## src/rtl/audio_ram_ring_ctrl.sv

```systemverilog
// audio_ram_ring_ctrl: round-robin arbiter and ring-buffer bookkeeping that shares
// one single-port sample RAM between the capture writer and the playback reader.
module audio_ram_ring_ctrl #(
  parameter int ADDR_WIDTH = 10,
  parameter int DATA_WIDTH = 16,
  parameter int RD_LATENCY = 2
) (
  input  logic                  clk,
  input  logic                  tb_rst,
  input  logic                  clr,
  input  logic                  wr_req,
  input  logic [DATA_WIDTH-1:0] wr_data,
  output logic                  wr_ack,
  input  logic                  rd_req,
  output logic                  rd_ack,
  output logic                  rd_valid,
  output logic [DATA_WIDTH-1:0] rd_data_out,
  output logic [ADDR_WIDTH-1:0] ram_addr,
  output logic                  ram_wr_en,
  output logic [DATA_WIDTH-1:0] ram_wr_data,
  input  logic [DATA_WIDTH-1:0] ram_rd_data,
  output logic [ADDR_WIDTH:0]   level,
  output logic                  full,
  output logic                  empty,
  output logic                  overflow,
  output logic                  underflow
);

  localparam logic [ADDR_WIDTH:0]   LEVEL_FULL = {1'b1, {ADDR_WIDTH{1'b0}}};
  localparam logic [ADDR_WIDTH:0]   LEVEL_ONE  = {{ADDR_WIDTH{1'b0}}, 1'b1};
  localparam logic [ADDR_WIDTH-1:0] PTR_ONE    = {{(ADDR_WIDTH-1){1'b0}}, 1'b1};

  typedef enum logic {GRANT_WR = 1'b0, GRANT_RD = 1'b1} grant_e;

  grant_e                last_grant_q, last_grant_d;
  logic [ADDR_WIDTH-1:0] wptr_q, wptr_d, rptr_q, rptr_d;
  logic [ADDR_WIDTH-1:0] ram_addr_q, ram_addr_d;
  logic [ADDR_WIDTH:0]   level_q, level_d;
  logic                  full_q, full_d, empty_q, empty_d;
  logic                  overflow_q, overflow_d, underflow_q, underflow_d;
  logic                  wr_ack_q, wr_ack_d, rd_ack_q, rd_ack_d;
  logic                  ram_wr_en_q, ram_wr_en_d, rd_valid_q, rd_valid_d;
  logic [DATA_WIDTH-1:0] ram_wr_data_q, ram_wr_data_d, rd_data_q, rd_data_d;
  logic [RD_LATENCY:0]   tag_q, tag_d;
  logic                  wr_elig, rd_elig, grant_wr, grant_rd;

  // A request is not eligible in its own ack cycle, so a held request cannot be granted twice.
  always_comb begin
    wr_elig  = wr_req & ~wr_ack_q & ~full_q;
    rd_elig  = rd_req & ~rd_ack_q & ~empty_q;
    grant_rd = ~clr & rd_elig & (~wr_elig | (last_grant_q == GRANT_WR));
    grant_wr = ~clr & wr_elig & ~grant_rd;
  end

  always_comb begin
    last_grant_d  = last_grant_q;
    wptr_d        = wptr_q;
    rptr_d        = rptr_q;
    level_d       = level_q;
    overflow_d    = overflow_q;
    underflow_d   = underflow_q;
    ram_addr_d    = ram_addr_q;
    ram_wr_data_d = ram_wr_data_q;
    wr_ack_d      = grant_wr;
    rd_ack_d      = grant_rd;
    ram_wr_en_d   = grant_wr;
    // Tags keep draining through clr so reads already issued still return data.
    tag_d         = {tag_q[RD_LATENCY-1:0], grant_rd};
    rd_valid_d    = tag_q[RD_LATENCY];
    rd_data_d     = tag_q[RD_LATENCY] ? ram_rd_data : rd_data_q;

    if (clr) begin
      last_grant_d = GRANT_WR;
      wptr_d       = '0;
      rptr_d       = '0;
      level_d      = '0;
      overflow_d   = 1'b0;
      underflow_d  = 1'b0;
    end else begin
      overflow_d  = overflow_q  | (wr_req & ~wr_ack_q & full_q);
      underflow_d = underflow_q | (rd_req & ~rd_ack_q & empty_q);
      if (grant_wr) begin
        ram_addr_d    = wptr_q;
        ram_wr_data_d = wr_data;
        wptr_d        = wptr_q + PTR_ONE;
        level_d       = level_q + LEVEL_ONE;
        last_grant_d  = GRANT_WR;
      end else if (grant_rd) begin
        ram_addr_d   = rptr_q;
        rptr_d       = rptr_q + PTR_ONE;
        level_d      = level_q - LEVEL_ONE;
        last_grant_d = GRANT_RD;
      end
    end

    full_d  = (level_d == LEVEL_FULL);
    empty_d = (level_d == '0);
  end

  always_ff @(posedge clk or posedge tb_rst) begin
    if (tb_rst) begin
      last_grant_q  <= GRANT_WR;
      wptr_q        <= '0;
      rptr_q        <= '0;
      level_q       <= '0;
      full_q        <= 1'b0;
      empty_q       <= 1'b1;
      overflow_q    <= 1'b0;
      underflow_q   <= 1'b0;
      ram_addr_q    <= '0;
      ram_wr_data_q <= '0;
      ram_wr_en_q   <= 1'b0;
      wr_ack_q      <= 1'b0;
      rd_ack_q      <= 1'b0;
      tag_q         <= '0;
      rd_valid_q    <= 1'b0;
      rd_data_q     <= '0;
    end else begin
      last_grant_q  <= last_grant_d;
      wptr_q        <= wptr_d;
      rptr_q        <= rptr_d;
      level_q       <= level_d;
      full_q        <= full_d;
      empty_q       <= empty_d;
      overflow_q    <= overflow_d;
      underflow_q   <= underflow_d;
      ram_addr_q    <= ram_addr_d;
      ram_wr_data_q <= ram_wr_data_d;
      ram_wr_en_q   <= ram_wr_en_d;
      wr_ack_q      <= wr_ack_d;
      rd_ack_q      <= rd_ack_d;
      tag_q         <= tag_d;
      rd_valid_q    <= rd_valid_d;
      rd_data_q     <= rd_data_d;
    end
  end

  assign wr_ack      = wr_ack_q;
  assign rd_ack      = rd_ack_q;
  assign rd_valid    = rd_valid_q;
  assign rd_data_out = rd_data_q;
  assign ram_addr    = ram_addr_q;
  assign ram_wr_en   = ram_wr_en_q;
  assign ram_wr_data = ram_wr_data_q;
  assign level       = level_q;
  assign full        = full_q;
  assign empty       = empty_q;
  assign overflow    = overflow_q;
  assign underflow   = underflow_q;

endmodule

```

## config.mk

```make
export PLATFORM = sky130hd
export DESIGN_NAME = audio_ram_ring_ctrl
export DESIGN_NICKNAME = d
export VERILOG_FILES = /design/src/rtl/audio_ram_ring_ctrl.sv
export SDC_FILE = /design/constraint.sdc
export NUM_CORES = 1
export LEC_CHECK = 0
export ABC_AREA = 1
export CAP_MARGIN = 20
export CORE_MARGIN = 2
export CORE_UTILIZATION = 54
export CTS_BUF_LIST = sky130_fd_sc_hd__clkbuf_4 sky130_fd_sc_hd__clkbuf_8 sky130_fd_sc_hd__clkbuf_16
export CTS_CLUSTER_SIZE = 40
export DETAILED_ROUTE_END_ITERATION = 12
export GPL_ROUTABILITY_DRIVEN = 0
export HOLD_SLACK_MARGIN = 0.15
export PLACE_DENSITY = 0.92
export SYNTH_ARGS = -nofsm -noshare
export SYNTH_HDL_FRONTEND = slang
export SYNTH_SLANG_ARGS = --single-unit
```

## constraint.sdc

```tcl
create_clock -name clk -period 6.3 [get_ports clk]
set_clock_uncertainty 0.05 [all_clocks]
set_input_delay 1.26 -clock clk [delete_from_list [all_inputs] [get_ports clk]]
set_output_delay 1.26 -clock clk [all_outputs]
set_load 0.02 [all_outputs]
```

==> reports/metrics.cfg, run 1 <==
[place]
io_buffers=97
dpl.hpwl_um=7010
place_area_mm2=0.00510

[timing]
slew_violations=0
finalCritPeriodShare=0.631
tightest_slew_ps=968
rsz0062_at_grt=false
fmax_mhz=251
hold_viol=0
finalSetupViolations=0
period_needed_ps=3980
relSlewSlack=0.354
setup_tns_ps=0

[synthesis]
ys_warn_count=0
synth_edf_count=0
ys.flop_type=dfrtp_1
synth-seq-cells=83
syn_nets=521
synth_commonest_cells=nand2_1 (140), dfrtp_1 (82), inv_1 (49), nor2_1 (37), nand3_1 (30)
netlist_instances=480
async_reset_ff_frac=1.00
synth_top_area_frac=0.499
syn_area_mm2=0.00411
synth_seq_area_share=0.506
syn_area_per_cell_um2=8.56
synth_most_common_cell=nand2_1
synthTopCellsByArea=dfrtp_1 (50%), nand2_1 (13%), inv_1 (4.5%)
synth.distinct_cells=36
synth.largest_area_cell=dfrtp_1

[routing]
routedWlPerCell_um=14.6
antenna_left=0
wl_met3_um=623
drt_wl_total_um=9860
drtIter0Drc=337
drc=0
viasPerCell=5.50
vias=3721
wl_met1_um=4010
highest_layer=met4
route.met2.wl_um=5020
dr.pass1.iters=6

[clocking]
clk_path_buf_depth=2
clockRootBuffer=clkbuf_8
clkSlewWorstSetupHoldPaths_ps=80
cts_setup_buffers=0
cts_inserted_buffers=9
clk_latency_ps=360
ctsResizeCount=0
cts.sinks=83
hold_buffers=0
cts_tree=done
htree_levels=3

[worst_hold_path]
hp-start=tag_q[1]
min_path_type=flip-flop to flip-flop
hold_depth=0

[pwr]
p_per_area_mw_per_mm2=339
power.leakage_nw=2.45
power.switching_uw=659
p_clk_frac=0.199
max-vdd-ir-drop_uv=125
p_int_mw=1.13
p_sw_frac=0.368
power_frac_comb=0.387
pwr-share-seq=0.414

[layout]
fin_nets=613
fillers=512
syn2layout_area_growth_pct=28.5
antenna_cells=0
multi_input_area_mm2=0.00170
seqCellArea_mm2=0.00208
final_area_mm2=0.00528
drive_gt1_frac=0.104

[global_route]
grt_pass1_wl_um=16500
grt_overflow_total=0
track_usage=0.247
grt_max_degree=80
antenna_found_initial=0
grt_pass1_vias=3500

[die]
core_mm2=0.00733
die_area_mm2=0.00833
num_io_pins=98
start_util=0.561
die_width_um=91.2
die_y_um=91.2
rows=31

[critical_path]
cp-start-kind=input pin
crit_chain=clkdlybuf4s50_1 > nor2_4 > nand2_4 > nand2_4 > inv_2 > o21ai_1 > nand3_1 > nand2_1 > nor2_1 > nand2_1 > nor2_1
crit_type=input pin to flip-flop
ff2ff_path_depth=12
worst_ep_required_time_ps=6540
cpMaxStageDelayCell=clkdlybuf4s50_1
startpoint=clr
cp-end-kind=flip-flop
crit_fanout=38
worstPathArrival_ps=4220
r2r_start=empty
critical_path.max_stage_delay_ps=1040

[flow_run]
cap_violations=0

[run_status]
status=finished clean

stage by stage:
stage | hold WS, ps | utilization | std cells | total power, mW | setup WS (ps)
after detailed placement | 302 | 0.695 | 660 | 1.44 | 2020
after global placement | 286 | 0.695 | 660 | 1.42 | 2130
after CTS | 329 | 0.720 | 676 | 1.80 | 2380
after global routing | 329 | 0.720 | 676 | 1.89 | 2150
after floorplan | 281 | - | 480 | 1.13 | 2850
final | 319 | 0.720 | 676 | 1.79 | 2320
power groups by stage:
stage                     Clock, mW  Sequential, mW  Combinational, mW
after floorplan                   0           0.871              0.256
after global placement            0           0.741              0.675
after detailed placement          0           0.753              0.691
after CTS                     0.362           0.742              0.696
after global routing          0.387           0.757              0.746
final                         0.356           0.742              0.693
worst paths after layout:
kind | to | slack, ps
setup / recovery | full | 2320
setup reg to reg | full | 3570
min in group asynchronous | rd_data_out[15] | 1030
hold / removal | tag_q[2] | 320
hold reg to reg | tag_q[2] | 320
max in group asynchronous | ram_addr[2] | 4040
critical path, delay by kind of cell:
family                 cells  cell delay, ps
and+or+nand+nor            8            1120
AOI/OAI and AO/OA          1             160
buffers and inverters      2            1640
state kept, by name, summed over array words and instances, names as in the netlist, 3 cells and up:
| signal | cells |
|---|---|
| level | 11 |
| ram_addr | 10 |
| ram_wr_data | 16 |
| rd_data_out | 16 |
| rptr_q | 10 |
| tag_q | 3 |
| wptr_q | 10 |
cell families (layout without fill, tap and decap cells):
kind of cell | count (synthesis) | count (layout) | share of synthesized area
buf+inv | 72 | 169 | 0.0801
flops | 83 | 83 | 0.506
xor+xnor | 8 | 8 | 0.0170
simple gates | 249 | 249 | 0.279
compound gates | 48 | 48 | 0.0621
fa+ha+maj | 4 | 4 | 0.0122
mux | 16 | 16 | 0.0438
layout make-up:
class                      count  area share
timing repair buffer          98       0.185
clock buffer                  10      0.0261
clock inverter                 6     0.00900
sequential                    83       0.394
multi-input combinational    325       0.322
inverter                      55      0.0403
tap                           99      0.0235
per-layer routing:
layer  track usage  vias up
met5             0        -
met4        0.0884        0
met3        0.0432       25
met2         0.407      184
met1         0.329     1791
li1              -     1721
cell usage in the layout, fill, tap and decap left out, drive strengths merged, types with 4 or more instances in the layout:
master / Yosys / routed
nand2: 143 / 143
clkdlybuf4s50: 0 / 97
dfrtp: 82 / 82
inv: 54 / 55
nor2: 43 / 43
nand3: 34 / 34
a21oi: 27 / 27
mux2: 16 / 16
nor3: 15 / 15
o21ai: 15 / 15
clkbuf: 5 / 10
nand4: 8 / 8
xor2: 6 / 6
clkinv: 1 / 5
nor4: 4 / 4
ha: 4 / 4
No activity file was read; power rests on OpenSTA's default activity.
==> run 2: changes to the inputs <==
--- a/config.mk
+++ b/config.mk
@@ -8,13 +8,13 @@
 export ABC_AREA = 1
 export CAP_MARGIN = 20
 export CORE_MARGIN = 2
-export CORE_UTILIZATION = 54
+export CORE_UTILIZATION = 45
 export CTS_BUF_LIST = sky130_fd_sc_hd__clkbuf_4 sky130_fd_sc_hd__clkbuf_8 sky130_fd_sc_hd__clkbuf_16
 export CTS_CLUSTER_SIZE = 40
 export DETAILED_ROUTE_END_ITERATION = 12
 export GPL_ROUTABILITY_DRIVEN = 0
 export HOLD_SLACK_MARGIN = 0.15
-export PLACE_DENSITY = 0.92
+export PLACE_DENSITY = 0.82
 export SYNTH_ARGS = -nofsm -noshare
 export SYNTH_HDL_FRONTEND = slang
 export SYNTH_SLANG_ARGS = --single-unit
==> constraint.sdc (replaced) <==
create_clock -name clk -period 3.6 [get_ports clk]
set_clock_uncertainty 0.05 [all_clocks]
set_input_delay 0.72 -clock clk [delete_from_list [all_inputs] [get_ports clk]]
set_output_delay 0.72 -clock clk [all_outputs]
set_load 0.02 [all_outputs]
==> run 2 against run 1 <==
Routed wire length up 0.56%. Highest routed layer unchanged. Die area up 19%. Clock power up 88%. Register-to-register slack worse by 2100 ps. Sequential share of layout area down 0.39 points. Global-route usage down 4.5 points. Combinational power up 75%. Worst hold slack worse by 13 ps. Design area up 1.0%. Setup slack worse by 1400 ps. Utilization down 11 points.
==> reports/metrics.cfg, run 2 (synthesis results as in run 1) <==
[run_status]
status=finished clean

[pwr]
power_mw=3.18  ; +77%
p_clk_frac=0.211  ; +0.012
p_sw_frac=0.354  ; -0.0143
pwr-share-seq=0.408  ; -0.006
p_int_mw=2.05  ; +81%
p_per_area_mw_per_mm2=596  ; +76%
max-vdd-ir-drop_uv=186  ; +49%
power.leakage_nw=2.48  ; +1.0%
power.switching_mw=1.12  ; +71%
power_frac_comb=0.381  ; -0.006

[place]
place_area_mm2=0.00514  ; +0.81%
io_buffers=97  ; unchanged
dp_cells=673  ; +2.0%
dpl.hpwl_um=7250  ; +3.5%

[clocking]
clk_latency_ps=350  ; about the same
cts_setup_buffers=0  ; unchanged
clk_path_buf_depth=2  ; unchanged
ctsResizeCount=0  ; unchanged
clockRootBuffer=clkbuf_8
hold_buffers=0  ; unchanged
cts_inserted_buffers=9  ; unchanged
cts.sinks=83  ; unchanged
cts_tree=done
htree_levels=3  ; unchanged
clkSlewWorstSetupHoldPaths_ps=80  ; about the same

[worst_hold_path]
min_path_type=flip-flop to flip-flop
hold_depth=0  ; unchanged
hp-start=tag_q[1]

[critical_path]
worst-path-buf-inv=4  ; +2
cp-end-kind=flip-flop
worst_ep_required_time_ps=3830  ; -2710 ps
critical_path.max_stage_delay_ps=680  ; -360 ps
cpMaxStageDelayCell=clkdlybuf4s50_1
worstPathArrival_ps=2890  ; -1330 ps
crit_fanout=12  ; -68%
crit_type=input pin to flip-flop
startpoint=clr
ff2ff_path_depth=14  ; +2
r2r_start=tag_q[0]
crit_top_cell=nand2_1
cp.depth=12  ; +1
critPathTopFamily=buffers and inverters
crit_chain=clkdlybuf4s50_1 > buf_4 > nor2_2 > inv_1 > nand2_1 > inv_2 > nand2_1 > nand3_1 > nand3_1 > nor2_1 > nand2_1 > nor2_1
cp-start-kind=input pin

[timing]
hold_viol=0  ; unchanged
finalCritPeriodShare=0.739
tightest_slew_ps=727  ; -242 ps
finalSetupViolations=0  ; unchanged
fmax_mhz=376
rsz0062_at_grt=false
period_needed_ps=2660
relSlewSlack=0.515  ; +0.160
setup_tns_ps=0  ; unchanged
slew_violations=0  ; unchanged

[die]
start_util=0.467  ; -0.0939
die_y_um=99.6  ; +9.1%
num_io_pins=98  ; unchanged
core_mm2=0.00881  ; +20%
rows=34  ; +9.7%
die_width_um=99.6  ; +9.1%
die_area_mm2=0.00991  ; +19%

[flow_run]
cap_violations=0  ; unchanged

[routing]
drc=0  ; unchanged
drt_wl_total_um=9920  ; +0.56%
drtIter0Drc=259  ; -23%
vias=3596  ; -3.4%
dr.pass1.iters=5  ; -1
routedWlPerCell_um=14.4  ; -1.2%
viasPerCell=5.23  ; -5.0%
antenna_left=0  ; unchanged

[layout]
layout.cells.non_filler=688  ; +1.8%
antenna_cells=0  ; unchanged
drive_gt1_frac=0.109  ; +0.00463
mostFrequentLayoutCells=nand2_1 (140), clkdlybuf4s50_1 (97), dfrtp_1 (82)
mostFrequentLayoutCell=nand2_1
fin_nets=617  ; +0.65%
syn2layout_area_growth_pct=29.8
utilization=0.606  ; -0.115
final_area_mm2=0.00533  ; +1.0%

[global_route]
track_usage=0.202  ; -0.0446
grt_overflow_total=0  ; unchanged
antenna_found_initial=0  ; unchanged
grt_pass1_wl_um=16200  ; -1.9%
grt_pass1_vias=3420  ; -2.3%
grt_max_degree=44  ; -45%

[run 2: metrics by stage]
step	hold WS [ps]	setup WS [ps]
2_1_floorplan	281	695
3_3_place_gp	285	698
3_5_place_dp	288	609
4_1_cts	309	958
5_1_grt	314	678
6_report	307	938
[run 2: metal layers]
layer / wire length, µm / track usage / vias to the layer above
li1: - / - / 1734
met1: 4250 / 0.271 / 1693
met2: 4850 / 0.330 / 147
met3: 613 / 0.0351 / 22
met4: 199 / 0.0769 / 0
met5: 0 / 0 / -
[run 2: path summary, 6_finish.rpt]
kind,slack [ps],endpoint
setup / recovery,940,full
hold / removal,310,tag_q[2]
setup reg to reg,1450,full
hold reg to reg,310,tag_q[2]
max in group asynchronous,2010,rd_data_out[0]
min in group asynchronous,740,rd_data_out[14]
[run 2: cell type report]
type                       count  area [µm²]
clock inverter                 4        51.3
clock buffer                  11         145
tap                          108         135
fill                         731        3470
timing repair buffer         102        1010
sequential                    83        2080
multi-input combinational    325        1700
inverter                      55         213
[run 2: power by group through the flow]
stage | logic (mW) | registers, mW | clock network [mW]
2_1_floorplan | 0.447 | 1.52 | 0
3_5_place_dp | 1.21 | 1.31 | 0
6_report | 1.21 | 1.30 | 0.671
4_1_cts | 1.22 | 1.30 | 0.681
3_3_place_gp | 1.19 | 1.30 | 0
5_1_grt | 1.30 | 1.33 | 0.722
[run 2: worst register-to-register path, stage by stage (launching register included)]
cell     delay (ps)
dfrtp_1         410
inv_2            80
nand3_1         100
nor2_4          180
nand2_4         170
nand2_4         100
buf_4           340
nand2_1         120
nand2_1          80
nand2_1          50
nand3_1          80
nand2_1          60
nor2_1           80
nand2_1          80
nor2_1          100
